File: src/rtl/pipe_pkg.sv
// Shared definitions for the operand pipeline stage: control states and default operand width.
package pipe_pkg;

  localparam int XLEN = 32;

  // The state tracks how many pairs are held: none, main only, or main plus skid.
  typedef enum logic [1:0] {
    ST_EMPTY = 2'd0,
    ST_BUSY  = 2'd1,
    ST_FULL  = 2'd2
  } state_e;

endpackage

File: src/rtl/pipe_operand_reg.sv
// WIDTH-wide two-operand register with load enable and synchronous clear to zero.
import pipe_pkg::*;

module pipe_operand_reg #(
  parameter int WIDTH = XLEN
) (
  input  logic             clk,
  input  logic             rst_n,
  input  logic             load,
  input  logic [WIDTH-1:0] d1,
  input  logic [WIDTH-1:0] d2,
  output logic [WIDTH-1:0] q1,
  output logic [WIDTH-1:0] q2
);

  logic [WIDTH-1:0] q1_r;
  logic [WIDTH-1:0] q2_r;

  // Operand storage: cleared on reset, loaded on enable, otherwise held.
  always_ff @(posedge clk) begin
    if (!rst_n) begin
      q1_r <= {WIDTH{1'b0}};
      q2_r <= {WIDTH{1'b0}};
    end else if (load) begin
      q1_r <= d1;
      q2_r <= d2;
    end else begin
      q1_r <= q1_r;
      q2_r <= q2_r;
    end
  end

  assign q1 = q1_r;
  assign q2 = q2_r;

endmodule

File: src/rtl/pipe_skid_reg.sv
// Two-operand stage register with valid/ready handshake and a one-entry skid buffer.
// in_ready comes from a flop, so downstream backpressure never reaches upstream combinationally.
import pipe_pkg::*;

module pipe_skid_reg #(
  parameter int WIDTH = XLEN
) (
  input  logic             clk,
  input  logic             rst_n,
  input  logic             flush,
  input  logic             in_valid,
  output logic             in_ready,
  input  logic [WIDTH-1:0] in1,
  input  logic [WIDTH-1:0] in2,
  output logic             out_valid,
  input  logic             out_ready,
  output logic [WIDTH-1:0] out1,
  output logic [WIDTH-1:0] out2
);

  state_e           state_r;
  state_e           next_state_s;
  logic             in_ready_r;
  logic             out_valid_r;
  logic             in_xfer_s;
  logic             out_xfer_s;
  logic             main_load_s;
  logic             main_from_skid_s;
  logic             skid_load_s;
  logic [WIDTH-1:0] main_d1_s;
  logic [WIDTH-1:0] main_d2_s;
  logic [WIDTH-1:0] skid_q1_s;
  logic [WIDTH-1:0] skid_q2_s;

  assign in_xfer_s  = in_valid && in_ready_r;
  assign out_xfer_s = out_valid_r && out_ready;

  // Next-state and register-load decode; flush squashes every transfer.
  always_comb begin
    next_state_s     = state_r;
    main_load_s      = 1'b0;
    main_from_skid_s = 1'b0;
    skid_load_s      = 1'b0;
    if (flush) begin
      next_state_s = ST_EMPTY;
    end else begin
      case (state_r)
        ST_EMPTY: begin
          if (in_xfer_s) begin
            main_load_s  = 1'b1;
            next_state_s = ST_BUSY;
          end else begin
            next_state_s = ST_EMPTY;
          end
        end
        ST_BUSY: begin
          if (in_xfer_s && out_xfer_s) begin
            main_load_s  = 1'b1;
            next_state_s = ST_BUSY;
          end else if (in_xfer_s) begin
            skid_load_s  = 1'b1;
            next_state_s = ST_FULL;
          end else if (out_xfer_s) begin
            next_state_s = ST_EMPTY;
          end else begin
            next_state_s = ST_BUSY;
          end
        end
        ST_FULL: begin
          // The skid entry is older than anything upstream, so it refills main first.
          if (out_xfer_s) begin
            main_load_s      = 1'b1;
            main_from_skid_s = 1'b1;
            next_state_s     = ST_BUSY;
          end else begin
            next_state_s = ST_FULL;
          end
        end
        default: begin
          next_state_s = ST_EMPTY;
        end
      endcase
    end
  end

  // State plus the handshake flags derived from the next state.
  always_ff @(posedge clk) begin
    if (!rst_n) begin
      state_r     <= ST_EMPTY;
      in_ready_r  <= 1'b1;
      out_valid_r <= 1'b0;
    end else begin
      state_r     <= next_state_s;
      in_ready_r  <= (next_state_s != ST_FULL);
      out_valid_r <= (next_state_s != ST_EMPTY);
    end
  end

  assign main_d1_s = main_from_skid_s ? skid_q1_s : in1;
  assign main_d2_s = main_from_skid_s ? skid_q2_s : in2;

  pipe_operand_reg #(.WIDTH(WIDTH)) u_main (
    .clk   (clk),
    .rst_n (rst_n),
    .load  (main_load_s),
    .d1    (main_d1_s),
    .d2    (main_d2_s),
    .q1    (out1),
    .q2    (out2)
  );

  pipe_operand_reg #(.WIDTH(WIDTH)) u_skid (
    .clk   (clk),
    .rst_n (rst_n),
    .load  (skid_load_s),
    .d1    (in1),
    .d2    (in2),
    .q1    (skid_q1_s),
    .q2    (skid_q2_s)
  );

  assign in_ready  = in_ready_r;
  assign out_valid = out_valid_r;

endmodule

File: config.mk
export PLATFORM = sky130hd
export DESIGN_NAME = pipe_skid_reg
export DESIGN_NICKNAME = d
export VERILOG_FILES = /design/src/rtl/pipe_pkg.sv /design/src/rtl/pipe_operand_reg.sv /design/src/rtl/pipe_skid_reg.sv
export SDC_FILE = /design/constraint.sdc
export NUM_CORES = 1
export LEC_CHECK = 0
export BUFFER_PORTS_ARGS = -buffer_cell sky130_fd_sc_hd__buf_2
export CAP_MARGIN = 20
export CORE_MARGIN = 2
export CORE_UTILIZATION = 35
export DETAILED_ROUTE_END_ITERATION = 8
export SLEW_MARGIN = 10
export SYNTH_ARGS = -nofsm -noshare
export SYNTH_HDL_FRONTEND = slang
export SYNTH_SLANG_ARGS = --single-unit
export TNS_END_PERCENT = 5
File: constraint.sdc
create_clock -name clk -period 3.9 [get_ports clk]
set_clock_uncertainty 0.05 [all_clocks]
set_input_delay 0.195 -clock clk [delete_from_list [all_inputs] [get_ports clk]]
set_output_delay 0.195 -clock clk [all_outputs]
set_load 0.1 [all_outputs]
==> flow_metrics.py <==
metrics = {
    "floorplanning": {
        "fp-row-count": 44,
        "core-area_sq_um": 14480,
        "die_area_sq_um": 15750,
        "start_util_pct": 35.69,
        "die_w_microns": 125.5,
        "fp.dieH_microns": 125.5,
        "io_pins": 135,
    },
    "layout": {
        "layout-drive-gt1-share_pct": 23.88,
        "nets": 775,
        "antenna_cells": 0,
        "seq_area_sq_um": 2643,
        "final_area_sq_um": 6997,
        "mostFrequentLayoutCells": "buf_2 (134), dfxtp_1 (132), nand2_1 (131)",
        "num-fill-cells": 1358,
        "area_growth_pct": 35.40,
        "final_common_cell": "buf_2",
        "multiInputGateArea_sq_um": 2205,
    },
    "synth": {
        "synth_top_cell_by_area": "dfxtp_1",
        "synthMuxAreaShare_pct": 0,
        "ys_types": 28,
        "synth_top_area_share_pct": 51.14,
        "synth_fa_ha_area_share_pct": 0.4843,
        "yosys.area_share.simple_pct": 11.60,
        "yosys_warnings": 0,
        "synth_top_family_by_area": "compound AO/OA/AOI/OAI gates",
        "avgSynthCellArea_sq_um": 9.787,
        "synth_compound_area_share_pct": 30.24,
        "synth_xor_area_share_pct": 0,
        "synthTopCellsByArea": "dfxtp_1 (51%), o2bb2ai_1 (11%), nand2_1 (9.5%)",
        "synthCells": 528,
        "synth_nets": 599,
        "ys_ff_latch": 132,
        "yosysSeqAreaShare_pct": 51.14,
        "syn_area_sq_um": 5167,
    },
    "placed_design": {
        "gp_congestion": 0.7846,
        "dpl.hpwl_microns": 8447,
        "dpl_cell_area_sq_um": 5817,
        "io_buffers": 134,
    },
    "route": {
        "first_pass_iters": 4,
        "drc": 0,
        "route.vias.total": 4616,
        "drt_iter0_drc": 275,
        "viasPerCell": 5.129,
        "drt-total-wl_microns": 13840,
        "antenna_left": 0,
        "wl_per_cell_microns": 15.38,
    },
    "cts": {
        "path_clk_slew_ns": 0.05,
        "cts-root-buf": "clkbuf_16",
        "cts_tree": "built",
        "clock_path_buffers": 2,
        "cts_resized": 0,
        "clk_latency_ns": 0.42,
        "tritoncts.num_buffers": 17,
        "cts.sinks": 132,
        "htreeDepth": 4,
    },
    "grt": {
        "grt_util_all_layers_pct": 17.76,
        "grt_pass1_vias": 4597,
        "grt_overflow": 0,
        "grt_max_degree": 57,
        "grt_pass1_wl_microns": 22500,
        "antenna_found_initial": 1,
    },
    "outcome": {
        "outcome": "finished, final reports clean",
    },
    "sta": {
        "slew_viol_final": 0,
        "fin_crit_sh_pct": 60.31,
        "worst_pin_slew_ns": 0.8561,
        "hold_violations": 0,
        "fmax_ghz": 0.4252,
        "rsz0062_at_grt": "no",
        "slew_headroom_pct": 42.75,
        "fin_setup_tns_ns": 0,
        "fin_crit_ns": 2.352,
        "finalSetupViolCount": 0,
    },
    "setup_path": {
        "cp.arrival_ns": 2.64,
        "path_max_fanout": 36,
        "cp_cell_sequence": "nand2_1, inv_1, ha_1, nand3b_1, nand2_2, buf_4, a22oi_1, o2bb2ai_1",
        "reg2reg_slack_ns": 1.55,
        "critPathLaunchType": "register",
        "slowest_stage": "nand2_2",
        "path_class": "register to register",
        "slowest_delay_ns": 0.60,
        "critPathCaptureType": "register",
        "cp.required_ns": 4.19,
    },
    "power": {
        "ir_worst_vdd_mv": 0.2737,
        "p_leak_nw": 2.723,
        "powerDensity_nw_per_um2": 488.5,
    },
    "run": {
        "maxCapViolCount": 0,
    },
    "hold_path": {
        "min_path_type": "input pin to register",
    },
}
synth_stat cells:
library cell,instances
ha_1,2
dfxtp_1,132
a31oi_1,1
buf_4,1
and2_1,1
nor2_1,3
buf_6,8
nand3b_1,3
a21oi_1,3
nand2_2,1
buf_8,6
nor3b_2,1
o21bai_1,1
nand2_1,131
o2bb2ai_1,64
nor2b_1,1
nand4bb_1,1
nand4b_1,1
buf_2,18
a21boi_0,4
a22oi_1,65
a21boi_1,60
o21ai_0,1
and2b_1,1
inv_1,1
clkbuf_1,15
nand2b_1,1
and3b_1,1
area by class of cell:
cell class	instances	area share, %
inverter	1	0.05365
multi-input combinational	347	31.51
sequential	132	37.77
clock buffer	26	6.992
clock inverter	5	0.7153
tap	184	3.290
timing repair buffer	205	19.67
metrics by stage:
stage          total power, mW  util (%)  instances  setup WS [ns]  hold WS [ns]
2_1_floorplan            1.833         -        528          1.591        0.2798
3_3_place_gp             1.930     40.17        805          1.647        0.3902
3_5_place_dp             1.935     40.17        805          1.542        0.3948
4_1_cts                  3.453     48.32        900          1.521       0.09638
5_1_grt                  3.547     48.32        900          1.272        0.1103
6_report                 3.418     48.32        900          1.548        0.1088
final timing paths:
kind / start / to / cells past startpoint
min reg2reg: u_skid.q2[2] / u_skid.q2[2] / 2
min: rst_n / u_skid.q2[20] / 2
max reg2reg: out_valid / u_main.q1[24] / 8
max: out_valid / u_main.q1[24] / 8
critical path, delay by kind of cell (launching register included):
| family | cells | cell delay, ns |
|---|---|---|
| AO/OA/AOI/OAI | 2 | 0.33 |
| buffers and inverters | 2 | 0.52 |
| adder cells (fa/ha/maj) | 1 | 0.14 |
| flip-flops | 1 | 0.37 |
| AND/OR/NAND/NOR | 3 | 0.84 |
sequential cells by signal, indices dropped and copies added, names as in the netlist:
register and cells:
state_r 2, u_main.q1 32, u_skid.q1 32, u_skid.q2 32, u_main.q2 32, in_ready 1
out_valid 1
timing repair:
action | 4_1_cts | 5_1_grt
endpoints found under the hold margin | 64 | 0
hold buffers | 64 | 0
buffers inserted | 0 | 0
where the power goes:
group / total (mW) / internal [mW] / switching (mW) / leakage [nW]
clock network: 1.46 / 0.918 / 0.544 / 0.268
logic: 0.537 / 0.152 / 0.385 / 1.38
registers: 1.42 / 1.39 / 0.0249 / 1.07
layer usage:
metal  part of all wire [%]  vias up  global-route usage [%]
met1                     44     2202                   21.07
met5                   0.12        -                       0
met4                    2.2        2                   8.105
met2                     48      125                   29.73
met3                    5.4       25                   5.135
li1                       -     2262                       -
logic make-up after synthesis:
kind of cell / count (synthesis)
compound gates: 199
simple gates: 146
flops: 132
buf+inv: 49
fa+ha+maj: 2
(Power assumes the default switching activity.)
